$ cat src/rtl/regfile_sb.sv
// rtl/regfile_sb.sv - two-write, two-read register file with scoreboard busy bits and reservation port
module regfile_sb #(
    parameter int XLEN   = 32,
    parameter int NREG   = 32,
    parameter int BYPASS = 1,
    localparam int AW    = $clog2(NREG),
    localparam int CW    = $clog2(NREG + 1)
) (
    input  logic            clk,
    input  logic            rst,
    input  logic            we0,
    input  logic            we1,
    input  logic [AW-1:0]   wa0,
    input  logic [AW-1:0]   wa1,
    input  logic [XLEN-1:0] wd0,
    input  logic [XLEN-1:0] wd1,
    input  logic [AW-1:0]   ra1,
    input  logic [AW-1:0]   ra2,
    output logic [XLEN-1:0] rd1,
    output logic [XLEN-1:0] rd2,
    input  logic            rsv_en,
    input  logic [AW-1:0]   rsv_addr,
    output logic            rsv_ok,
    output logic            busy1,
    output logic            busy2,
    output logic [CW-1:0]   busy_cnt
);

    logic [XLEN-1:0] regs [NREG];
    logic [NREG-1:0] busy;
    logic [NREG-1:0] busy_nxt;
    logic [CW-1:0]   cnt_nxt;

    logic wr0, wr1;
    logic hit1_0, hit1_1, hit2_0, hit2_1;
    logic rsv_wr_hit;

    // A write to address 0 is not a write at all: it neither stores nor clears.
    assign wr0 = we0 && (wa0 != '0);
    assign wr1 = we1 && (wa1 != '0);

    assign hit1_0 = wr0 && (wa0 == ra1);
    assign hit1_1 = wr1 && (wa1 == ra1);
    assign hit2_0 = wr0 && (wa0 == ra2);
    assign hit2_1 = wr1 && (wa1 == ra2);

    assign rsv_wr_hit = (wr0 && (wa0 == rsv_addr)) || (wr1 && (wa1 == rsv_addr));

    always_comb begin
        rd1 = '0;
        if (rst && (ra1 != '0)) begin
            if ((BYPASS != 0) && hit1_1)      rd1 = wd1;
            else if ((BYPASS != 0) && hit1_0) rd1 = wd0;
            else                              rd1 = regs[ra1];
        end
    end

    always_comb begin
        rd2 = '0;
        if (rst && (ra2 != '0)) begin
            if ((BYPASS != 0) && hit2_1)      rd2 = wd1;
            else if ((BYPASS != 0) && hit2_0) rd2 = wd0;
            else                              rd2 = regs[ra2];
        end
    end

    assign busy1 = rst && (ra1 != '0) && busy[ra1] && !((BYPASS != 0) && (hit1_0 || hit1_1));
    assign busy2 = rst && (ra2 != '0) && busy[ra2] && !((BYPASS != 0) && (hit2_0 || hit2_1));

    assign rsv_ok = rst && rsv_en && ((rsv_addr == '0) || !busy[rsv_addr] || rsv_wr_hit);

    // Set after clear so a reservation wins over a same-cycle write-back.
    always_comb begin
        busy_nxt = busy;
        if (wr0) busy_nxt[wa0] = 1'b0;
        if (wr1) busy_nxt[wa1] = 1'b0;
        if (rsv_ok && (rsv_addr != '0)) busy_nxt[rsv_addr] = 1'b1;
    end

    always_comb begin
        cnt_nxt = '0;
        for (int i = 0; i < NREG; i++) begin
            cnt_nxt = cnt_nxt + CW'(busy_nxt[i]);
        end
    end

    always_ff @(posedge clk or negedge rst) begin
        if (!rst) begin
            busy     <= '0;
            busy_cnt <= '0;
        end else begin
            busy     <= busy_nxt;
            busy_cnt <= cnt_nxt;
        end
    end

    always_ff @(posedge clk or negedge rst) begin
        if (!rst) begin
            for (int i = 0; i < NREG; i++) begin
                regs[i] <= '0;
            end
        end else begin
            for (int i = 1; i < NREG; i++) begin
                if (wr1 && (wa1 == AW'(i)))      regs[i] <= wd1;
                else if (wr0 && (wa0 == AW'(i))) regs[i] <= wd0;
            end
        end
    end

endmodule

$ cat config.mk
export PLATFORM = sky130hd
export DESIGN_NAME = regfile_sb
export DESIGN_NICKNAME = d
export VERILOG_FILES = /design/src/rtl/regfile_sb.sv
export SDC_FILE = /design/constraint.sdc
export NUM_CORES = 2
export LEC_CHECK = 0
export CAP_MARGIN = 5
export CORE_MARGIN = 3
export CORE_UTILIZATION = 32
export CTS_CLUSTER_SIZE = 25
export DETAILED_ROUTE_END_ITERATION = 10
export MAX_ROUTING_LAYER = met4
export PLACE_DENSITY_LB_ADDON = 0.05
export SLEW_MARGIN = 10
export SYNTH_ARGS = -nofsm -noshare
export SYNTH_HDL_FRONTEND = slang
export SYNTH_SLANG_ARGS = --single-unit
$ cat constraint.sdc
create_clock -name clk -period 7.68 [get_ports clk]
set_clock_uncertainty 0.15 [all_clocks]
set_input_delay 2.304 -clock clk [delete_from_list [all_inputs] [get_ports clk]]
set_output_delay 2.304 -clock clk [all_outputs]
set_load 0.02 [all_outputs]
==> impl_results.md <==
- Status: finished, violations left
- Violated checks: setup timing
- Fillcell total: 20500
- HPWL after DPL: 201000 um
- Hold_sp: regs[397]$_DFFE_PN0P_
- CP max stage delay: 540 ps
- Total CTS buffers: 139
- Sequential share of the synthesized area: 0.386
- Share of cells above drive strength 1: 0.229
- Placed cell area: 75000 um2
- Synth Register Bits: 1030
- Critical path type: input pin to flop
- Number of synthesis warnings: 32
- All-layer global routing usage: 0.302
- Post-Syn Area: 66800 um2
- DRC Markers: 0
- DRT iter0 DRCs: 6084
- RSZ-0062 raised after global routing: true
- Via count: 56000
- Setup ws final: -20.7 ps
- Vias/cell: 5.81
- Final instance area: 80300 um2
- Worst path most repeated cell: fa_1
- Chip width: 463 um
- Site row count: 167
- Average size of a mapped cell: 10.1 um2
- Max Buffers Root-to-Sink: 3
- First-pass GRT wire length: 451000 um
- Crit end category: flop
- Clk root buf: clkbuf_16
- Worst-Skew Late Latency: 810 ps
- Worst R2R Setup Slack: 1080 ps
- Final Cycle Share: 1.00
- Main flop type after synthesis: dfrtp_1
- Nets: 6862
- Max cap viols: 0
- CORE AREA: 207000 um2
- Min-Delay Path Class: flop to flop
- Most common cell after layout, fill and taps aside: mux2i_1
- Worst reg2reg path depth: 21
- Final Non-Filler Cells: 9639
- Slowest-stage cell, CP: fa_1
- Startpoint Class: input pin
- Worst hold stages: 2
- Final setup fails: 2
- Placed Instances: 9357
- Clk slew on worst S/H paths: 60 ps
- GP Congestion: 0.888
- CTS tree: yes
- Hold path endpoint: regs[397]$_DFFE_PN0P_
- Largest net degree at the start of global routing: 151
- Slew Viols, Final: 0
- RR Startpoint: busy[19]$_DFF_PN0_
- Worst setup path start: rsv_addr[0]
- Htree depth: 4
- Antenna violations before repair: 13
- Async SR Flop Fraction: 1.00
- Die H: 463 um
- DRT Pass-1 Iters: 6
- Vias in the first global route: 54600
- Slew @ Worst Pin: 1250 ps
- Port Buffers: 166
- CP Cell Sequence: buf_12 > mux2_4 > a22oi_2 > o221ai_2 > or4_4 > o311a_4 > buf_6 > buf_6 > o31ai_4 > fa_2 > fa_1 > inv_2 > fa_1 > fa_1 > fa_1 > inv_2 > fa_2 > ha_4 > fa_2 > a21o_1 > a21oi_2 > xnor2_1
- VDD IR-drop max: 0.000252 V
- I/O pin total: 167
- DRT Wirelength: 322000 um
- Leakage: 34.6 nW
- Post-synth net total: 6768
- Pwr Total: 20.9 mW
- Fmax achieved: 130 MHz
- Total die area: 214000 um2
- Crit Path Max Fanout: 6
- Relative slew slack: 0.168
- Wire length per cell: 33.4 um
- P&R area growth vs syn: 20.3%
- Starting Density: 0.322
- CP Data Required Time: 8240 ps
- Synth unique cells: 67
- Period minus WS final: 7700 ps
- Post-Synthesis Cells: 6643
- GRT overflow: 0
- Final ANT Viol Nets: 0
- Final Hold Vio Count: 0
- Crit path DAT: 8260 ps
- Power Density: 260 nW/um2
- EDFF count, synth: 0
- Most frequent cells in the layout: 1133 x mux2i_1, 1030 x dfrtp_1, 593 x nor2_1, 582 x nand2_1, 572 x o21ai_0
- Reg2Reg Capture Point: busy_cnt[4]$_DFF_PN0_
- # clock sinks: 1030
-- cells in the mapped netlist (12+ instances only) --
cell type  instances  area (um2)
xnor2_1           18         158
mux2_2           223        2510
a32oi_1           46         403
o21bai_1          31         233
nor3_1            13        65.1
a211oi_1          36         270
nor2_1           617        2320
nand4_1           35         219
inv_1             31         116
o22ai_1          137         857
mux2i_1         1133       11300
dfrtp_1         1030       25800
a31oi_1           34         213
a22oi_1           63         473
buf_4             16         120
mux4_2           344        7750
buf_2            180         901
nand3b_1          14         105
o21ai_0          582        2910
xor2_1            15         131
o221ai_1          32         280
fa_1              24         480
a22o_1            31         272
nand3_1           12        60.1
nand2_1          601        2260
clkbuf_1         540        2030
a32o_1            14         140
buf_1             95         357
a21oi_1          526        2630
nor2b_1           14        87.6
a221o_1           31         310
o211ai_1          33         248
-- report_power, final --
group	internal [mW]	switching [mW]
sequential	6.88	1.19
clock	3.98	2.85
combinational	3.08	2.93
-- worst max-delay path, delay by kind of cell --
| family | cells | cell delay [ps] |
|---|---|---|
| buffers and inverters | 5 | 440 |
| and+or+nand+nor | 1 | 430 |
| AOI/OAI and AO/OA | 6 | 1050 |
| xor gates and xnor gates | 1 | 130 |
| muxes | 1 | 290 |
| adders and majority gates | 8 | 3610 |
-- layer usage --
layer	vias up	routed length, um	global-route usage
li1	24400	-	-
met1	28900	144000	0.415
met2	2217	147000	0.464
met3	457	19200	0.0404
met4	0	11200	0.0929
met5	-	0	-
-- layout make-up --
class / count / area (um2) / share of cell area
antenna: 4 / 10.0 / 0.000125
clock buffer: 214 / 4140 / 0.0516
clock inverter: 37 / 577 / 0.00718
inverter: 32 / 128 / 0.00159
multi-input combinational: 4743 / 38400 / 0.478
sequential: 1030 / 25800 / 0.321
tap: 2788 / 3490 / 0.0434
timing repair buffer: 791 / 7790 / 0.0970
-- how the worst max path moves through the flow --
stage	depth (start not counted)	slack, ps	endpoint
2_1_floorplan	24	-490	busy_cnt[4]$_DFF_PN0_
3_3_place_gp	25	-1380	busy_cnt[4]$_DFF_PN0_
3_5_place_dp	23	-1400	busy_cnt[4]$_DFF_PN0_
4_1_cts	23	-220	busy_cnt[4]$_DFF_PN0_
5_1_grt	22	-130	busy_cnt[4]$_DFF_PN0_
6_report	22	-20	busy_cnt[4]$_DFF_PN0_
-- cell families after synthesis --
family	count (synthesis)	share of synthesized area
buffers and inverters	870	0.0539
flip-flops	1030	0.386
AND/OR/NAND/NOR	1361	0.0825
multiplexers	1700	0.323
XOR/XNOR	33	0.00433
adder cells (fa/ha/maj)	31	0.00850
AO/OA/AOI/OAI	1618	0.142
-- through the flow --
| step | TNS [ps] | utilization | worst slack, ps | hold WS (ps) |
|---|---|---|---|---|
| 6_report | -26.6 | 0.388 | -20.7 | 349 |
| 5_1_grt | -232 | 0.388 | -133 | 372 |
| 4_1_cts | -456 | 0.387 | -217 | 348 |
| 3_5_place_dp | -14040 | 0.362 | -1400 | 335 |
| 3_3_place_gp | -14580 | 0.362 | -1380 | 324 |
| 2_1_floorplan | -1720 | - | -490 | 310 |
-- registers in the layout, summed over array words and instances (netlist names) --
name	flops
busy_cnt	6
regs	992
busy	32
-- what timing repair did --
item | in CTS | in global routing
gates cloned | 1 | 1
setup buffers | 23 | 4
gates resized for setup | 115 | 44
hold endpoints to repair | 0 | 0
hold buffers | 0 | 0
pin swaps | 34 | 28
setup endpoints to repair | 51 | 22
No activity file was read; power rests on OpenSTA's default activity.
